[config.mk]
export PLATFORM = sky130hd
export DESIGN_NAME = cpu_step_ctrl
export DESIGN_NICKNAME = d
export VERILOG_FILES = /design/src/rtl/cpu_step_ctrl.sv
export SDC_FILE = /design/constraint.sdc
export NUM_CORES = 1
export LEC_CHECK = 0
export CORE_MARGIN = 5
export CORE_UTILIZATION = 35
export DETAILED_ROUTE_END_ITERATION = 10
export MAX_ROUTING_LAYER = met4
export PLACE_DENSITY = 0.56
export REMOVE_ABC_BUFFERS = 1
export SYNTH_ARGS = -nofsm -noshare
export SYNTH_HDL_FRONTEND = slang
export SYNTH_SLANG_ARGS = --single-unit
[constraint.sdc]
create_clock -name clk -period 3.4 [get_ports clk]
set_input_delay 0.68 -clock clk [delete_from_list [all_inputs] [get_ports clk]]
set_output_delay 0.68 -clock clk [all_outputs]
set_load 0.05 [all_outputs]
[src/rtl/cpu_step_ctrl.sv]
// Execution-rate controller: debounces the step button, synchronizes the run switch,
// and issues one-clock cpu_ena pulses (per press in STEP, every RUN_PERIOD clocks in RUN).
module cpu_step_ctrl #(
    parameter int DB_CYCLES  = 1000000,
    parameter int RUN_PERIOD = 50000000
) (
    input  logic        clk,
    input  logic        rst,
    input  logic        ena,
    input  logic        btn_step,
    input  logic        run,
    output logic        cpu_ena,
    output logic [31:0] step_cnt,
    output logic        btn_level,
    output logic        running
);

    localparam int DB_W  = $clog2(DB_CYCLES + 1);
    localparam int PRE_W = $clog2(RUN_PERIOD + 1);
    localparam logic [DB_W-1:0]  DB_LAST  = DB_W'(DB_CYCLES - 1);
    localparam logic [PRE_W-1:0] PRE_LAST = PRE_W'(RUN_PERIOD - 1);

    typedef enum logic {
        STEP = 1'b0,
        RUN  = 1'b1
    } mode_t;

    logic              b1_r, b2_r, r1_r;
    mode_t             mode_r, mode_s;
    logic              btn_level_r, btn_level_s;
    logic              btn_prev_r;
    logic [DB_W-1:0]   db_cnt_r, db_cnt_s;
    logic [PRE_W-1:0]  pre_r, pre_s;
    logic              cpu_ena_r, cpu_ena_s;
    logic [31:0]       step_cnt_r, step_cnt_s;
    logic              rise_s;

    // Debouncer: accept b2 only after it differs from the current level for DB_CYCLES edges
    always_comb begin
        db_cnt_s    = db_cnt_r;
        btn_level_s = btn_level_r;
        if (b2_r == btn_level_r) begin
            db_cnt_s = {DB_W{1'b0}};
        end else if (db_cnt_r == DB_LAST) begin
            btn_level_s = b2_r;
            db_cnt_s    = {DB_W{1'b0}};
        end else begin
            db_cnt_s = db_cnt_r + DB_W'(1);
        end
    end

    // Mode FSM next state and pulse generation; the mode register is the second run sync stage
    always_comb begin
        mode_s    = r1_r ? RUN : STEP;
        rise_s    = btn_level_r & ~btn_prev_r;
        pre_s     = pre_r;
        cpu_ena_s = 1'b0;
        case (mode_r)
            STEP: begin
                pre_s     = {PRE_W{1'b0}};
                cpu_ena_s = rise_s & ena;
            end
            RUN: begin
                // Button edges are deliberately dropped here, not queued for later
                if (ena) begin
                    if (pre_r == PRE_LAST) begin
                        pre_s     = {PRE_W{1'b0}};
                        cpu_ena_s = 1'b1;
                    end else begin
                        pre_s     = pre_r + PRE_W'(1);
                        cpu_ena_s = 1'b0;
                    end
                end else begin
                    pre_s     = pre_r;
                    cpu_ena_s = 1'b0;
                end
            end
            default: begin
                pre_s     = {PRE_W{1'b0}};
                cpu_ena_s = 1'b0;
            end
        endcase
        step_cnt_s = cpu_ena_s ? (step_cnt_r + 32'd1) : step_cnt_r;
    end

    // State registers: synchronizers, debouncer, edge detect, prescaler, pulse and counter
    always_ff @(posedge clk or posedge rst) begin
        if (rst) begin
            b1_r        <= 1'b0;
            b2_r        <= 1'b0;
            r1_r        <= 1'b0;
            mode_r      <= STEP;
            btn_level_r <= 1'b0;
            btn_prev_r  <= 1'b0;
            db_cnt_r    <= {DB_W{1'b0}};
            pre_r       <= {PRE_W{1'b0}};
            cpu_ena_r   <= 1'b0;
            step_cnt_r  <= 32'd0;
        end else begin
            b1_r        <= btn_step;
            b2_r        <= b1_r;
            r1_r        <= run;
            mode_r      <= mode_s;
            btn_level_r <= btn_level_s;
            btn_prev_r  <= btn_level_r;
            db_cnt_r    <= db_cnt_s;
            pre_r       <= pre_s;
            cpu_ena_r   <= cpu_ena_s;
            step_cnt_r  <= step_cnt_s;
        end
    end

    assign cpu_ena   = cpu_ena_r;
    assign step_cnt  = step_cnt_r;
    assign btn_level = btn_level_r;
    assign running   = (mode_r == RUN);

endmodule

==> impl_metrics.json <==
{
  "first_global_vias": 2991,
  "post_cts_buffers": 0,
  "most-common-layout-cells": "dfrtp_1 (85), nor2_1 (55), xor2_1 (52), clkdlybuf4s50_1 (39), nand2_1 (32)",
  "via_count": 2849,
  "final.period_utilization": 0.700,
  "antenna_left": 0,
  "power_uw": 2010,
  "drive_gt1_frac": 0.104,
  "critPathMaxFanout": 10,
  "cts_tree": "done",
  "critPathLaunchType": "input pin",
  "p_seq_frac": 0.509,
  "synthesis.area_mm2": 0.00414,
  "cap_violations": 0,
  "worstSkewPairLatency_ns": 0.34,
  "antenna_found_initial": 0,
  "crit_type": "input pin to flop",
  "hp-class": "flop to flop",
  "yosys_warnings": 0,
  "fin_skew_ns": 0.00869,
  "antenna_cells": 0,
  "die_h_um": 119,
  "grt_pass1_wl_um": 15000,
  "drcViolationCount": 0,
  "end_kind": "flop",
  "grt_overflow_total": 0,
  "fin_area_mm2": 0.00496,
  "track_usage": 0.133,
  "ios": 40,
  "cp_cell_sequence": "clkdlybuf4s50_1, nor2b_1, nor3_2, nand4b_1, xor2_1, nor2_1",
  "p_leak_uw": 0.00213,
  "nNetsFinal": 445,
  "synth_flop_cell": "dfrtp_1",
  "dr.pass1.iters": 4,
  "clock-root-buffer": "clkbuf_16",
  "hold_end": "b2_r",
  "irDropWorstVdd_mv": 0.218,
  "period_minus_slack_ns": 2.38,
  "hpwl_um": 5520,
  "start_util": 0.360,
  "io_buffers": 39,
  "max_stage_delay_ns": 0.71,
  "synth_seq_cells": 85,
  "cts_buffers": 9,
  "clock_path_buffers": 2,
  "synth_cells": 395,
  "cts.reportedPaths.clkPinSlew_ns": 0.06,
  "final_common_cell": "dfrtp_1",
  "hold_buffers": 0,
  "cp.required_ns": 3.62,
  "placedCellCount": 569,
  "p_comb_frac": 0.026,
  "p_sw_uw": 461,
  "synth_cell_types": 34,
  "synthArstFlopShare": 1.00,
  "core_area_mm2": 0.0115,
  "min_path_cells": 0,
  "std_cell_rows": 39,
  "vias_per_cell": 4.87,
  "grt_setup_unrepaired": "false",
  "internal-power_uw": 1550,
  "max_slew_margin": 0.515,
  "clock_sinks": 85,
  "final_max_slew_viol_count": 0,
  "num-fill-cells": 1132,
  "cpMaxStageDelayCell": "clkdlybuf4s50_1",
  "power_density_mw_per_mm2": 405,
  "grt_max_degree": 86,
  "timing.final.hold_violations": 0,
  "cts-resized-gates": 0,
  "die-area_mm2": 0.0141,
  "power_switching_share": 0.229,
  "tns_ns": 0,
  "drt_iter0_markers": 139,
  "gp_congestion": 0.790,
  "synth_edf_count": 0,
  "critPathArrivalTime_ns": 2.61,
  "status": "finished, final reports clean",
  "syn_area_per_cell_um2": 10.5,
  "synth_seq_area_share": 0.513,
  "wl_per_cell_um": 14.2,
  "setup_violations": 0,
  "timing.rr.start": "step_cnt[8]",
  "worstReg2RegEnd": "step_cnt[18]",
  "max_freq_mhz": 420,
  "clock_power_share": 0.464,
  "r2r_slack_ns": 1.22,
  "instances_no_fill": 585,
  "tightest_slew_ns": 0.724,
  "worstHoldStart": "b1_r",
  "cts-htree-levels": 3,
  "die_w_um": 119,
  "wl_um": 8320,
  "worstRegToRegCells": 5,
  "synthToLayoutAreaGrowth_pct": 19.7,
  "dpl_cell_area_mm2": 0.00467
}
sequential cells by signal, indices dropped and copies added (netlist names):
name        count
btn_level       1
btn_prev_r      1
pre_r          26
cpu_ena         1
running         1
step_cnt       32
db_cnt_r       20
b1_r            1
b2_r            1
r1_r            1
routing by layer:
metal	part of all wire	vias to the layer above	track usage
met1	0.51	1347	0.183
met2	0.44	59	0.187
met3	0.038	13	0.0355
li1	-	1430	-
met4	0.017	0	0.0543
met5	0	-	-
metrics by stage:
step                      hold slack (ns)  worst slack [ns]   util
after floorplan                     0.331             0.527      -
after global placement              0.333             0.714  0.406
after detailed placement            0.338             0.632  0.406
after CTS                           0.353             0.982  0.431
after global routing                0.366             0.851  0.431
final                               0.353              1.02  0.431
critical path: cells and delay by family:
| family | cells | cell delay [ns] |
|---|---|---|
| buffers and inverters | 1 | 0.71 |
| and+or+nand+nor | 4 | 1.04 |
| xor gates and xnor gates | 1 | 0.18 |
cell families (layout without fill, tap and decap cells):
group,count (synthesis),count (layout),synth area share
adders and majority gates,3,3,0.00906
AOI/OAI and AO/OA,6,6,0.0145
buffers and inverters,21,68,0.0281
DFF,85,85,0.513
xor gates and xnor gates,73,73,0.156
and+or+nand+nor,206,206,0.276
muxes,1,1,0.00272
synth_stat cells (3+ instances only):
library cell | instances | area share
nand2_1 | 32 | 0.029
or3_1 | 4 | 0.0060
nor3_2 | 14 | 0.034
xor2_1 | 52 | 0.11
dfrtp_1 | 85 | 0.51
nand4_1 | 26 | 0.039
buf_6 | 4 | 0.011
and2_1 | 6 | 0.0091
nor3_1 | 6 | 0.0072
nor2_1 | 55 | 0.050
nor4bb_1 | 3 | 0.0072
nor4_1 | 5 | 0.0075
inv_1 | 8 | 0.0072
and4_1 | 5 | 0.011
and3_1 | 13 | 0.020
nand3_1 | 25 | 0.030
xnor2_1 | 20 | 0.042
buf_2 | 6 | 0.0072
ha_1 | 3 | 0.0091
power by group through the flow:
stage | Combinational, uW | Clock, uW | Sequential (uW)
3_5_place_dp | 55.2 | 0 | 1040
4_1_cts | 55.3 | 967 | 1020
3_3_place_gp | 54.9 | 0 | 1040
2_1_floorplan | 30.4 | 0 | 1040
5_1_grt | 61.5 | 1010 | 1030
6_report | 52.5 | 934 | 1020
how the worst max path moves through the flow:
stage | from | to | cells after the start
6_report | ena | pre_r[23] | 6
5_1_grt | ena | pre_r[23] | 6
4_1_cts | running | running | 1
3_5_place_dp | ena | pre_r[23] | 6
3_3_place_gp | ena | step_cnt[6] | 6
2_1_floorplan | rst | b1_r | 1
area by class of cell:
type / instances / area [um^2] / share of cell area
Tap cell: 143 / 179 / 0.0361
Timing Repair Buffer: 43 / 433 / 0.0873
Multi-Input combinational cell: 289 / 1900 / 0.383
Clock inverter: 6 / 46.3 / 0.00933
Clock buffer: 10 / 239 / 0.0482
Sequential cell: 85 / 2130 / 0.429
Inverter: 9 / 35.0 / 0.00706
Power figures use the tool's default switching activity.
